File: src/rtl/rv32i_instr_encoder_if.sv
// ---------------------------------------------------------------------------
// rv32i_instr_encoder_if
//
// Purpose: groups the request stream and the buffered word stream of
// rv32i_instr_encoder into one bundle.
//
// Handshake rule for both streams: a transfer happens on a rising clock edge
// where valid && ready are both high. The producer holds valid and its
// payload steady until that edge. Ready may be high or low independently of
// valid. Nothing transfers on an edge where either signal is low.
//
// Signals (directions are seen from the encoder, i.e. the slave modport):
//   in_valid   in   request valid
//   in_ready   out  encoder can accept a request
//   in_class   in   3b  0=LOAD 1=STORE 2=RTYPE 3=ITYPE 4=BRANCH (5 = ECALL
//                       when built with ENC_ECALL_EN), others illegal
//   in_rd      in   5b  destination register
//   in_rs1     in   5b  source register 1
//   in_rs2     in   5b  source register 2
//   in_funct3  in   3b  funct3 field
//   in_f7b5    in   1b  instr[30] (SUB/SRA select)
//   in_imm     in   13b signed immediate
//   out_valid  out  buffered word valid
//   out_ready  in   consumer accepts the head word
//   out_instr  out  32b encoded instruction
//   out_addr   out  ADDR_W byte address of out_instr
//   err        out  one-cycle pulse: an illegal request was consumed
//
// Modports:
//   master - the request producer / word consumer (loader or bench)
//   slave  - the encoder itself
// ---------------------------------------------------------------------------
interface rv32i_instr_encoder_if #(
  parameter int unsigned ADDR_W = 32
);
  logic              in_valid;
  logic              in_ready;
  logic [2:0]        in_class;
  logic [4:0]        in_rd;
  logic [4:0]        in_rs1;
  logic [4:0]        in_rs2;
  logic [2:0]        in_funct3;
  logic              in_f7b5;
  logic [12:0]       in_imm;
  logic              out_valid;
  logic              out_ready;
  logic [31:0]       out_instr;
  logic [ADDR_W-1:0] out_addr;
  logic              err;

  modport master (
    output in_valid,
    output in_class,
    output in_rd,
    output in_rs1,
    output in_rs2,
    output in_funct3,
    output in_f7b5,
    output in_imm,
    output out_ready,
    input  in_ready,
    input  out_valid,
    input  out_instr,
    input  out_addr,
    input  err
  );

  modport slave (
    input  in_valid,
    input  in_class,
    input  in_rd,
    input  in_rs1,
    input  in_rs2,
    input  in_funct3,
    input  in_f7b5,
    input  in_imm,
    input  out_ready,
    output in_ready,
    output out_valid,
    output out_instr,
    output out_addr,
    output err
  );
endinterface

File: src/rtl/rv32i_instr_encoder.sv
// ---------------------------------------------------------------------------
// rv32i_instr_encoder
//
// Purpose: turns instruction field requests into 32-bit RV32I words for the
// program loader. Each legal word is paired with an auto-incrementing byte
// address and queued in a small FIFO that feeds the output stream.
// Covered classes: LOAD, STORE, R-type ALU, I-type ALU (incl. shifts), BRANCH.
//
// Optional feature: define ENC_ECALL_EN to make in_class 5 encode ECALL
// (0x00000073). Without it, class 5 is illegal like 6 and 7.
//
// Parameters:
//   ADDR_W     width of the byte address
//   BASE_ADDR  first address handed out after reset
//   DEPTH      output buffer entries, power of two and at least 2
//
// Ports:
//   clk  rising-edge clock
//   rst  synchronous active-high reset
//   bus  rv32i_instr_encoder_if.slave: request stream in, word stream out,
//        err pulse (see the interface file for the signal list)
//
// Behaviour notes:
//   - in_ready is a registered "not full" flag, so a pop while full does not
//     free a slot for a push in the same cycle.
//   - Illegal requests are still consumed; they raise err for one cycle,
//     push nothing and leave the address counter alone.
//   - out_instr/out_addr always show the head entry, so they hold steady
//     while the consumer stalls.
// ---------------------------------------------------------------------------
module rv32i_instr_encoder #(
  parameter int unsigned       ADDR_W    = 32,
  parameter logic [ADDR_W-1:0] BASE_ADDR = '0,
  parameter int unsigned       DEPTH     = 2
) (
  input logic                  clk,
  input logic                  rst,
  rv32i_instr_encoder_if.slave bus
);

  // -------------------------------------------------------------------------
  // Constants
  // -------------------------------------------------------------------------
  localparam int unsigned PW    = $clog2(DEPTH);
  localparam int unsigned CNT_W = PW + 1;
  localparam logic [CNT_W-1:0] FULL_CNT = CNT_W'(DEPTH);

  localparam logic [2:0] CLS_LOAD   = 3'd0;
  localparam logic [2:0] CLS_STORE  = 3'd1;
  localparam logic [2:0] CLS_RTYPE  = 3'd2;
  localparam logic [2:0] CLS_ITYPE  = 3'd3;
  localparam logic [2:0] CLS_BRANCH = 3'd4;
  localparam logic [2:0] CLS_ECALL  = 3'd5;

  localparam logic [6:0] OP_LOAD   = 7'b0000011;
  localparam logic [6:0] OP_STORE  = 7'b0100011;
  localparam logic [6:0] OP_RTYPE  = 7'b0110011;
  localparam logic [6:0] OP_ITYPE  = 7'b0010011;
  localparam logic [6:0] OP_BRANCH = 7'b1100011;
  localparam logic [31:0] ECALL_WORD = 32'h0000_0073;

  // funct3 values that make an I-type ALU op a shift-immediate
  localparam logic [2:0] F3_SLLI = 3'b001;
  localparam logic [2:0] F3_SRXI = 3'b101;

  // -------------------------------------------------------------------------
  // Request field aliases
  // -------------------------------------------------------------------------
  logic [2:0]  cls;
  logic [4:0]  rd;
  logic [4:0]  rs1;
  logic [4:0]  rs2;
  logic [2:0]  f3;
  logic        f7b5;
  logic [12:0] imm;

  assign cls  = bus.in_class;
  assign rd   = bus.in_rd;
  assign rs1  = bus.in_rs1;
  assign rs2  = bus.in_rs2;
  assign f3   = bus.in_funct3;
  assign f7b5 = bus.in_f7b5;
  assign imm  = bus.in_imm;

  // A 13-bit immediate fits the 12-bit I/S formats only when bit 12 is a
  // copy of bit 11 (pure sign extension).
  logic imm_fits12;
  assign imm_fits12 = (imm[12] == imm[11]);

  // -------------------------------------------------------------------------
  // Encoder (combinational)
  // -------------------------------------------------------------------------
  logic [31:0] enc_word;
  logic        enc_legal;

  always_comb begin
    enc_word  = '0;
    enc_legal = 1'b0;
    case (cls)
      CLS_LOAD: begin
        enc_word  = {imm[11:0], rs1, f3, rd, OP_LOAD};
        enc_legal = imm_fits12;
      end
      CLS_STORE: begin
        enc_word  = {imm[11:5], rs2, rs1, f3, imm[4:0], OP_STORE};
        enc_legal = imm_fits12;
      end
      CLS_RTYPE: begin
        enc_word  = {1'b0, f7b5, 5'b00000, rs2, rs1, f3, rd, OP_RTYPE};
        enc_legal = 1'b1;
      end
      CLS_ITYPE: begin
        // Shift-immediates carry the SRA select in bit 30 and only a 5-bit
        // shamt; the rest of the immediate is not part of the word.
        if (f3 == F3_SLLI || f3 == F3_SRXI) begin
          enc_word = {1'b0, f7b5, 5'b00000, imm[4:0], rs1, f3, rd, OP_ITYPE};
        end else begin
          enc_word = {imm[11:0], rs1, f3, rd, OP_ITYPE};
        end
        enc_legal = imm_fits12;
      end
      CLS_BRANCH: begin
        // Branch offsets are halfword aligned; bit 0 is never encoded.
        enc_word  = {imm[12], imm[10:5], rs2, rs1, f3, imm[4:1], imm[11],
                     OP_BRANCH};
        enc_legal = !imm[0];
      end
      CLS_ECALL: begin
`ifdef ENC_ECALL_EN
        enc_word  = ECALL_WORD;
        enc_legal = 1'b1;
`else
        enc_word  = '0;
        enc_legal = 1'b0;
`endif
      end
      default: begin
        enc_word  = '0;
        enc_legal = 1'b0;
      end
    endcase
  end

`ifndef ENC_ECALL_EN
  // Keeps the constant referenced in builds without the ECALL feature.
  logic ecall_word_unused;
  assign ecall_word_unused = ^ECALL_WORD;
`endif

  // -------------------------------------------------------------------------
  // Output buffer state
  // -------------------------------------------------------------------------
  logic [31:0]       instr_mem [DEPTH];
  logic [ADDR_W-1:0] addr_mem  [DEPTH];
  logic [PW-1:0]     wr_ptr;
  logic [PW-1:0]     rd_ptr;
  logic [CNT_W-1:0]  count;
  logic [CNT_W-1:0]  count_next;
  logic [ADDR_W-1:0] addr_q;
  logic              in_ready_q;
  logic              err_q;

  logic accept;
  logic push;
  logic pop;
  logic out_valid_w;

  assign out_valid_w = (count != '0);
  assign accept      = bus.in_valid && bus.in_ready;
  assign push        = accept && enc_legal;
  assign pop         = out_valid_w && bus.out_ready;

  always_comb begin
    count_next = count;
    case ({push, pop})
      2'b10:   count_next = count + CNT_W'(1);
      2'b01:   count_next = count - CNT_W'(1);
      default: count_next = count;
    endcase
  end

  // -------------------------------------------------------------------------
  // Sequential state
  // -------------------------------------------------------------------------
  always_ff @(posedge clk) begin
    if (rst) begin
      wr_ptr     <= '0;
      rd_ptr     <= '0;
      count      <= '0;
      addr_q     <= BASE_ADDR;
      // Buffer is empty after reset, so the stream may open on the next
      // cycle; the output gate below holds in_ready low while rst is high.
      in_ready_q <= 1'b1;
      err_q      <= 1'b0;
      for (int i = 0; i < int'(DEPTH); i++) begin
        instr_mem[i] <= '0;
        addr_mem[i]  <= '0;
      end
    end else begin
      err_q <= accept && !enc_legal;
      if (push) begin
        instr_mem[wr_ptr] <= enc_word;
        addr_mem[wr_ptr]  <= addr_q;
        wr_ptr            <= wr_ptr + PW'(1);
        // Wraps silently at the top of the address space.
        addr_q            <= addr_q + ADDR_W'(4);
      end
      if (pop) begin
        rd_ptr <= rd_ptr + PW'(1);
      end
      count      <= count_next;
      in_ready_q <= (count_next != FULL_CNT);
    end
  end

  // -------------------------------------------------------------------------
  // Outputs
  // -------------------------------------------------------------------------
  assign bus.in_ready  = in_ready_q && !rst;
  assign bus.out_valid = out_valid_w;
  assign bus.out_instr = instr_mem[rd_ptr];
  assign bus.out_addr  = addr_mem[rd_ptr];
  assign bus.err       = err_q;

endmodule

File: src/flat_wrapper.sv
// flat-port wrapper written by rule: the top's interface ports become plain ports
module rv32i_instr_encoder_flat 
#(
  parameter int unsigned       ADDR_W    = 32,
  parameter logic [ADDR_W-1:0] BASE_ADDR = '0,
  parameter int unsigned       DEPTH     = 2
)
  (clk, rst, bus_in_valid, bus_in_class, bus_in_rd, bus_in_rs1, bus_in_rs2, bus_in_funct3, bus_in_f7b5, bus_in_imm, bus_out_ready, bus_in_ready, bus_out_valid, bus_out_instr, bus_out_addr, bus_err);
  rv32i_instr_encoder_if #(.ADDR_W(ADDR_W)) bus_i ();
  input logic clk;
  input logic rst;
  input wire logic [$bits(bus_i.in_valid)-1:0] bus_in_valid;
  input wire logic [$bits(bus_i.in_class)-1:0] bus_in_class;
  input wire logic [$bits(bus_i.in_rd)-1:0] bus_in_rd;
  input wire logic [$bits(bus_i.in_rs1)-1:0] bus_in_rs1;
  input wire logic [$bits(bus_i.in_rs2)-1:0] bus_in_rs2;
  input wire logic [$bits(bus_i.in_funct3)-1:0] bus_in_funct3;
  input wire logic [$bits(bus_i.in_f7b5)-1:0] bus_in_f7b5;
  input wire logic [$bits(bus_i.in_imm)-1:0] bus_in_imm;
  input wire logic [$bits(bus_i.out_ready)-1:0] bus_out_ready;
  output wire logic [$bits(bus_i.in_ready)-1:0] bus_in_ready;
  output wire logic [$bits(bus_i.out_valid)-1:0] bus_out_valid;
  output wire logic [$bits(bus_i.out_instr)-1:0] bus_out_instr;
  output wire logic [$bits(bus_i.out_addr)-1:0] bus_out_addr;
  output wire logic [$bits(bus_i.err)-1:0] bus_err;
  assign bus_i.in_valid = bus_in_valid;
  assign bus_i.in_class = bus_in_class;
  assign bus_i.in_rd = bus_in_rd;
  assign bus_i.in_rs1 = bus_in_rs1;
  assign bus_i.in_rs2 = bus_in_rs2;
  assign bus_i.in_funct3 = bus_in_funct3;
  assign bus_i.in_f7b5 = bus_in_f7b5;
  assign bus_i.in_imm = bus_in_imm;
  assign bus_i.out_ready = bus_out_ready;
  assign bus_in_ready = bus_i.in_ready;
  assign bus_out_valid = bus_i.out_valid;
  assign bus_out_instr = bus_i.out_instr;
  assign bus_out_addr = bus_i.out_addr;
  assign bus_err = bus_i.err;
  rv32i_instr_encoder #(.ADDR_W(ADDR_W), .BASE_ADDR(BASE_ADDR), .DEPTH(DEPTH)) u_core (.clk(clk), .rst(rst), .bus(bus_i));
endmodule
File: config.mk
export PLATFORM = sky130hd
export DESIGN_NAME = rv32i_instr_encoder_flat
export DESIGN_NICKNAME = d
export VERILOG_FILES = /design/src/rtl/rv32i_instr_encoder_if.sv /design/src/rtl/rv32i_instr_encoder.sv /design/src/flat_wrapper.sv
export SDC_FILE = /design/constraint.sdc
export NUM_CORES = 1
export LEC_CHECK = 0
export ABC_CLOCK_PERIOD_IN_PS = 9800
export CAP_MARGIN = 20
export CORE_ASPECT_RATIO = 1.4
export CORE_MARGIN = 10
export CORE_UTILIZATION = 50
export CTS_CLUSTER_DIAMETER = 30
export DETAILED_ROUTE_END_ITERATION = 10
export GPL_ROUTABILITY_DRIVEN = 1
export GPL_TIMING_DRIVEN = 0
export PLACE_DENSITY = 0.77
export SYNTH_ARGS = -nofsm -noshare
export SYNTH_HDL_FRONTEND = slang
export SYNTH_SLANG_ARGS = --single-unit
File: constraint.sdc
create_clock -name clk -period 9.8 [get_ports clk]
set_clock_uncertainty 0.05 [all_clocks]
set_input_delay 2.45 -clock clk [delete_from_list [all_inputs] [get_ports clk]]
set_output_delay 2.45 -clock clk [all_outputs]
set_load 0.05 [all_outputs]
# Yosys cells after proc, flatten, opt, wreduce, memory -nomap -nowiden
# Memories as Yosys holds them, arrays and structs flattened. A register that Yosys moved wholly into a read port is not among the register bits.
# Cells that the tools add are included.
# Widths: inputs -> output; s select.
# classes
n_addsub,5
muxes,19
reduce_logical,14
n_eq_ne,10
# ops
operator,n
$pmux 32 s5,1
$mux 32,3
$reduce_or 32->1,2
$add 32x3->32 const B,1
$mux 1,13
$eq 3x1->1 const B,2
$eq 3x2->1 const B,2
$eq 3x3->1 const B,2
$logic_and 1x1->1,5
$pmux 2 s2,1
$logic_not 1->1,3
$logic_not 3->1,1
$pmux 1 s3,1
$reduce_or 3->1,1
$add 1x1->1 const B,2
$add 2x1->2 const B,1
$eq 2x1->1 const B,1
$eq 2x2->1 const B,1
$ne 2x2->1 const B,1
$reduce_bool 2->1,1
$sub 2x1->2 const B,1
$eq 1x1->1,1
$logic_or 1x1->1,1
# totals
regBits,38
mem_count,2
ramBits,128
# memory_table
name,words,word_bits,read_ports,rd_clocked_by_memory_dff,wr,line_no,text
u_core.addr_mem,2,32,1,1,2,rv32i_instr_encoder.sv:154,logic [ADDR_W-1:0] addr_mem [DEPTH];
u_core.instr_mem,2,32,1,1,2,rv32i_instr_encoder.sv:153,logic [31:0] instr_mem [DEPTH];

# Longest topological paths before layout
# logic_depth
ltp_word,9
mapped_depth,11

# Least setup slack after synthesis
# Ideal clock, no wire load.
# synth_path
path_kind,input port to flip-flop
start,input rst
end,"memory u_core.addr_mem[1][10], enable pin"
setup_time_ps,420
arrival_ps,5297
path_slack_ps,4033
required_time_ps,9330
path_stages,8
cell_sequence,nor2b_1 > and2_1 > and2_1 > buf_6 > nand2_2 > inv_2 > buf_6 > or2_1
# synth_rtl
element,line_no,text
from (decl),flat_wrapper.sv:11,input logic rst;
to (decl),rv32i_instr_encoder.sv:154,

# Worst setup path after layout
# layout_path
start,input rst
end,output bus_in_ready
# layout_between
elab_chain_cells,2
# layout_lines
element,line_no,text
$logic_not 1->1,rv32i_instr_encoder.sv:219,assign bus.in_ready = in_ready_q && !rst;
$logic_and 1x1->1,rv32i_instr_encoder.sv:219,
to (decl),flat_wrapper.sv:21,output wire logic [$bits(bus_i.in_ready)-1:0] bus_in_ready;
# No other way between the ends.

==> run metrics <==
run status=complete, no violations; CTS tree=yes; number of enable flip-flop cells after synthesis=118; placed cell area=0.008462 sq mm; number of buffers created by CTS=17; worst supply voltage drop on vdd=0.0001086 V; first-pass GRT wire length=26590 um; Total Die Area=0.01969 sq mm; endpoint arrival time on the critical path=3920 ps; Syn Area/Cell=12.18 sq um; Leak=3.307 nW; Worst Setup End Kind=output pin; GPL Wtd Cong=0.8846; final-stage net count=755; via count=4841; total of endpoints with negative setup slack in the final report=0; synthesized netlist cell count=592; antenna viol nets, final=0; Worst Tran Pin Value=893.3 ps; area share of the largest cell type after synthesis=49.16%; startpoint kind of the worst setup timing path=input port; Remaining Overflow, GRT=0; pins over their slew limit=0; largest net degree at the start of global routing=60; initial core utilization=51.35%; largest buffer count on any clock path=2; CTS H-Tree Depth=4; Floorplan Core Area=0.01404 sq mm; final standard cell count with taps included and fillers excluded=912; global routing usage summed across all routing layers=17.00%; most frequent cells in the layout=118 x sky130_fd_sc_hd__edfxtp_1, 100 x sky130_fd_sc_hd__clkdlybuf4s50_1, 78 x sky130_fd_sc_hd__and2_1, 69 x sky130_fd_sc_hd__nor2_1, 59 x sky130_fd_sc_hd__mux2_2; count of buffers from port buffering=100; synth top area cells=sky130_fd_sc_hd__edfxtp_1 49%, sky130_fd_sc_hd__dfxtp_1 10%, sky130_fd_sc_hd__mux2_2 9.2%, sky130_fd_sc_hd__and2_1 6.8%, sky130_fd_sc_hd__nor2_1 3.6%; power per cell area=189.2 mW/mm^2; number of primary I/O pins=106; Gates resized, CTS repair=0; Worst EP required=7300 ps; clock latency on the worst-skew pair=420 ps; drt initial violations=358; Clock Pin Slew Worst Setup and Hold Paths=60 ps; drt pass-1 iters=5; R2R setup slack=7310 ps; unique cell type count in the Yosys netlist=50; number of antenna violations at the first check in global routing=0; Slew HR=40.45%; sum of internal, switching and leakage power=0.001709 W; top achievable clock speed=155.8 MHz; horizontal die dimension=121.5 um; vias in the first global route=5139; setup repair after global routing missed its margin=false; hold buffer count at CTS=0; total half-perimeter wirelength after legalization and detailed placement=11490 um; worst min-delay path class=flip-flop to flip-flop; synthesis-to-finish area growth=25.36%; biggest area consumer among synthesized cells=sky130_fd_sc_hd__edfxtp_1; finished layout cell area=0.009036 sq mm; mean number of vias per cell=5.308; sum of negative setup slack=0 ps; Final Worst Setup Slack=3380 ps; clock tree root driver cell=sky130_fd_sc_hd__clkbuf_16; count of warnings emitted by yosys=0; Most used DFF post-synth=sky130_fd_sc_hd__edfxtp_1; buffers inserted during post-CTS setup optimization=0; ratio of cells with drive above 1 in the final layout=17.88%; clock sink count=155; detailed-route wire length=16350 um; Rows=51; critical path peak fanout=4; netlist area before placement=0.007208 sq mm; die boundary height=162.1 um; total DRC errors in the routed layout=0; critical setup path kind=input port to output pin; synthesis-stage register bit count=155; commonest non-fill, non-tap cell in the layout=sky130_fd_sc_hd__edfxtp_1; clock period minus worst slack=6420 ps; part of the Yosys area used for sequential elements=59.43%; hold violation count in the final report=0; post-detailed-route wirelength per cell=17.92 um; portion of the clock cycle consumed by the worst path in the final layout=65.51%; share of flip-flops with an asynchronous set or reset=0%; Antenna Cells=0; minimum setup slack after placement=3391 ps; count of max-cap constraint violations=0; dpl cells=880
path summary, 6_finish.rpt:
kind | start | end | cells past startpoint
setup reg to reg | u_core.in_ready_q | u_core.addr_mem[1][28] | 8
setup / recovery | rst | bus_in_ready | 3
hold reg to reg | u_core.count[1] | u_core.count[1] | 2
hold / removal | u_core.count[1] | u_core.count[1] | 2
stage by stage:
| step | utilization, % | hold WS [ps] |
|---|---|---|
| global placement | 60.21 | 418.7 |
| global route | 64.37 | 491.6 |
| detailed placement | 60.28 | 445.2 |
| finish | 64.37 | 460.0 |
| CTS | 64.37 | 457.6 |
| floorplan | - | 408.1 |
sequential cells by signal (all words and copies together) (netlist names), named ones only:
signal,count
u_core.addr_mem,60
u_core.addr_q,30
u_core.bus.err,1
u_core.count,2
u_core.in_ready_q,1
u_core.instr_mem,58
u_core.rd_ptr,1
u_core.wr_ptr,1
cells in the mapped netlist (7+ instances only):
cell type                  instances
sky130_fd_sc_hd__edfxtp_1        118
sky130_fd_sc_hd__and2_1           78
sky130_fd_sc_hd__nor2_1           69
sky130_fd_sc_hd__mux2_2           59
sky130_fd_sc_hd__dfxtp_1          37
sky130_fd_sc_hd__nand2_1          29
sky130_fd_sc_hd__a21oi_1          16
sky130_fd_sc_hd__o21ai_0          14
sky130_fd_sc_hd__xor2_1           14
sky130_fd_sc_hd__clkbuf_1         11
sky130_fd_sc_hd__nand3_1          11
sky130_fd_sc_hd__buf_2             9
sky130_fd_sc_hd__buf_6             9
sky130_fd_sc_hd__mux2i_1           9
sky130_fd_sc_hd__or3_1             9
sky130_fd_sc_hd__xnor2_1           9
sky130_fd_sc_hd__nand4_1           8
sky130_fd_sc_hd__inv_1             7
sky130_fd_sc_hd__nor2b_1           7
critical path: stages:
cell and delay [ps]:
sky130_fd_sc_hd__clkdlybuf4s50_1 470, sky130_fd_sc_hd__nor2b_1 170, sky130_fd_sc_hd__clkdlybuf4s50_1 830
logic make-up (layout without fill, tap and decap cells):
kind of cell    count (synthesis)  after routing  synth area share (%)
xor+xnor                       23             23                 2.795
simple gates                  246            246                 18.89
flops                         155            155                 59.43
compound gates                 48             48                 4.062
buf+inv                        49            181                 3.958
fa+ha+maj                       2              2                0.3471
other cells                     1              4               0.05202
mux                            68             68                 10.47
where the power goes:
group | switching [W] | total (W) | internal, W
registers | 0.00000798 | 0.000741 | 0.000733
clock network | 0.000259 | 0.000635 | 0.000376
logic | 0.000211 | 0.000334 | 0.000123
total | 0.000477 | 0.00171 | 0.00123
area by class of cell:
cell class / instances / area (sq um)
clock inverter: 13 / 141.4
sequential: 155 / 4284
clock buffer: 19 / 432.9
inverter: 10 / 37.54
fill: 1077 / 5002
timing repair buffer: 100 / 1001
buffer: 39 / 247.7
tap: 185 / 231.5
multi-input combinational: 391 / 2660
per-layer routing:
| layer | global-route usage [%] | share of wire, % | up-vias |
|---|---|---|---|
| met4 | 5.598 | 1.4 | 0 |
| met2 | 30.93 | 55 | 143 |
| met1 | 18.59 | 38 | 2352 |
| met5 | 0 | 0 | - |
| met3 | 4.337 | 6.3 | 20 |
| li1 | - | - | 2326 |
(Power assumes the default switching activity.)
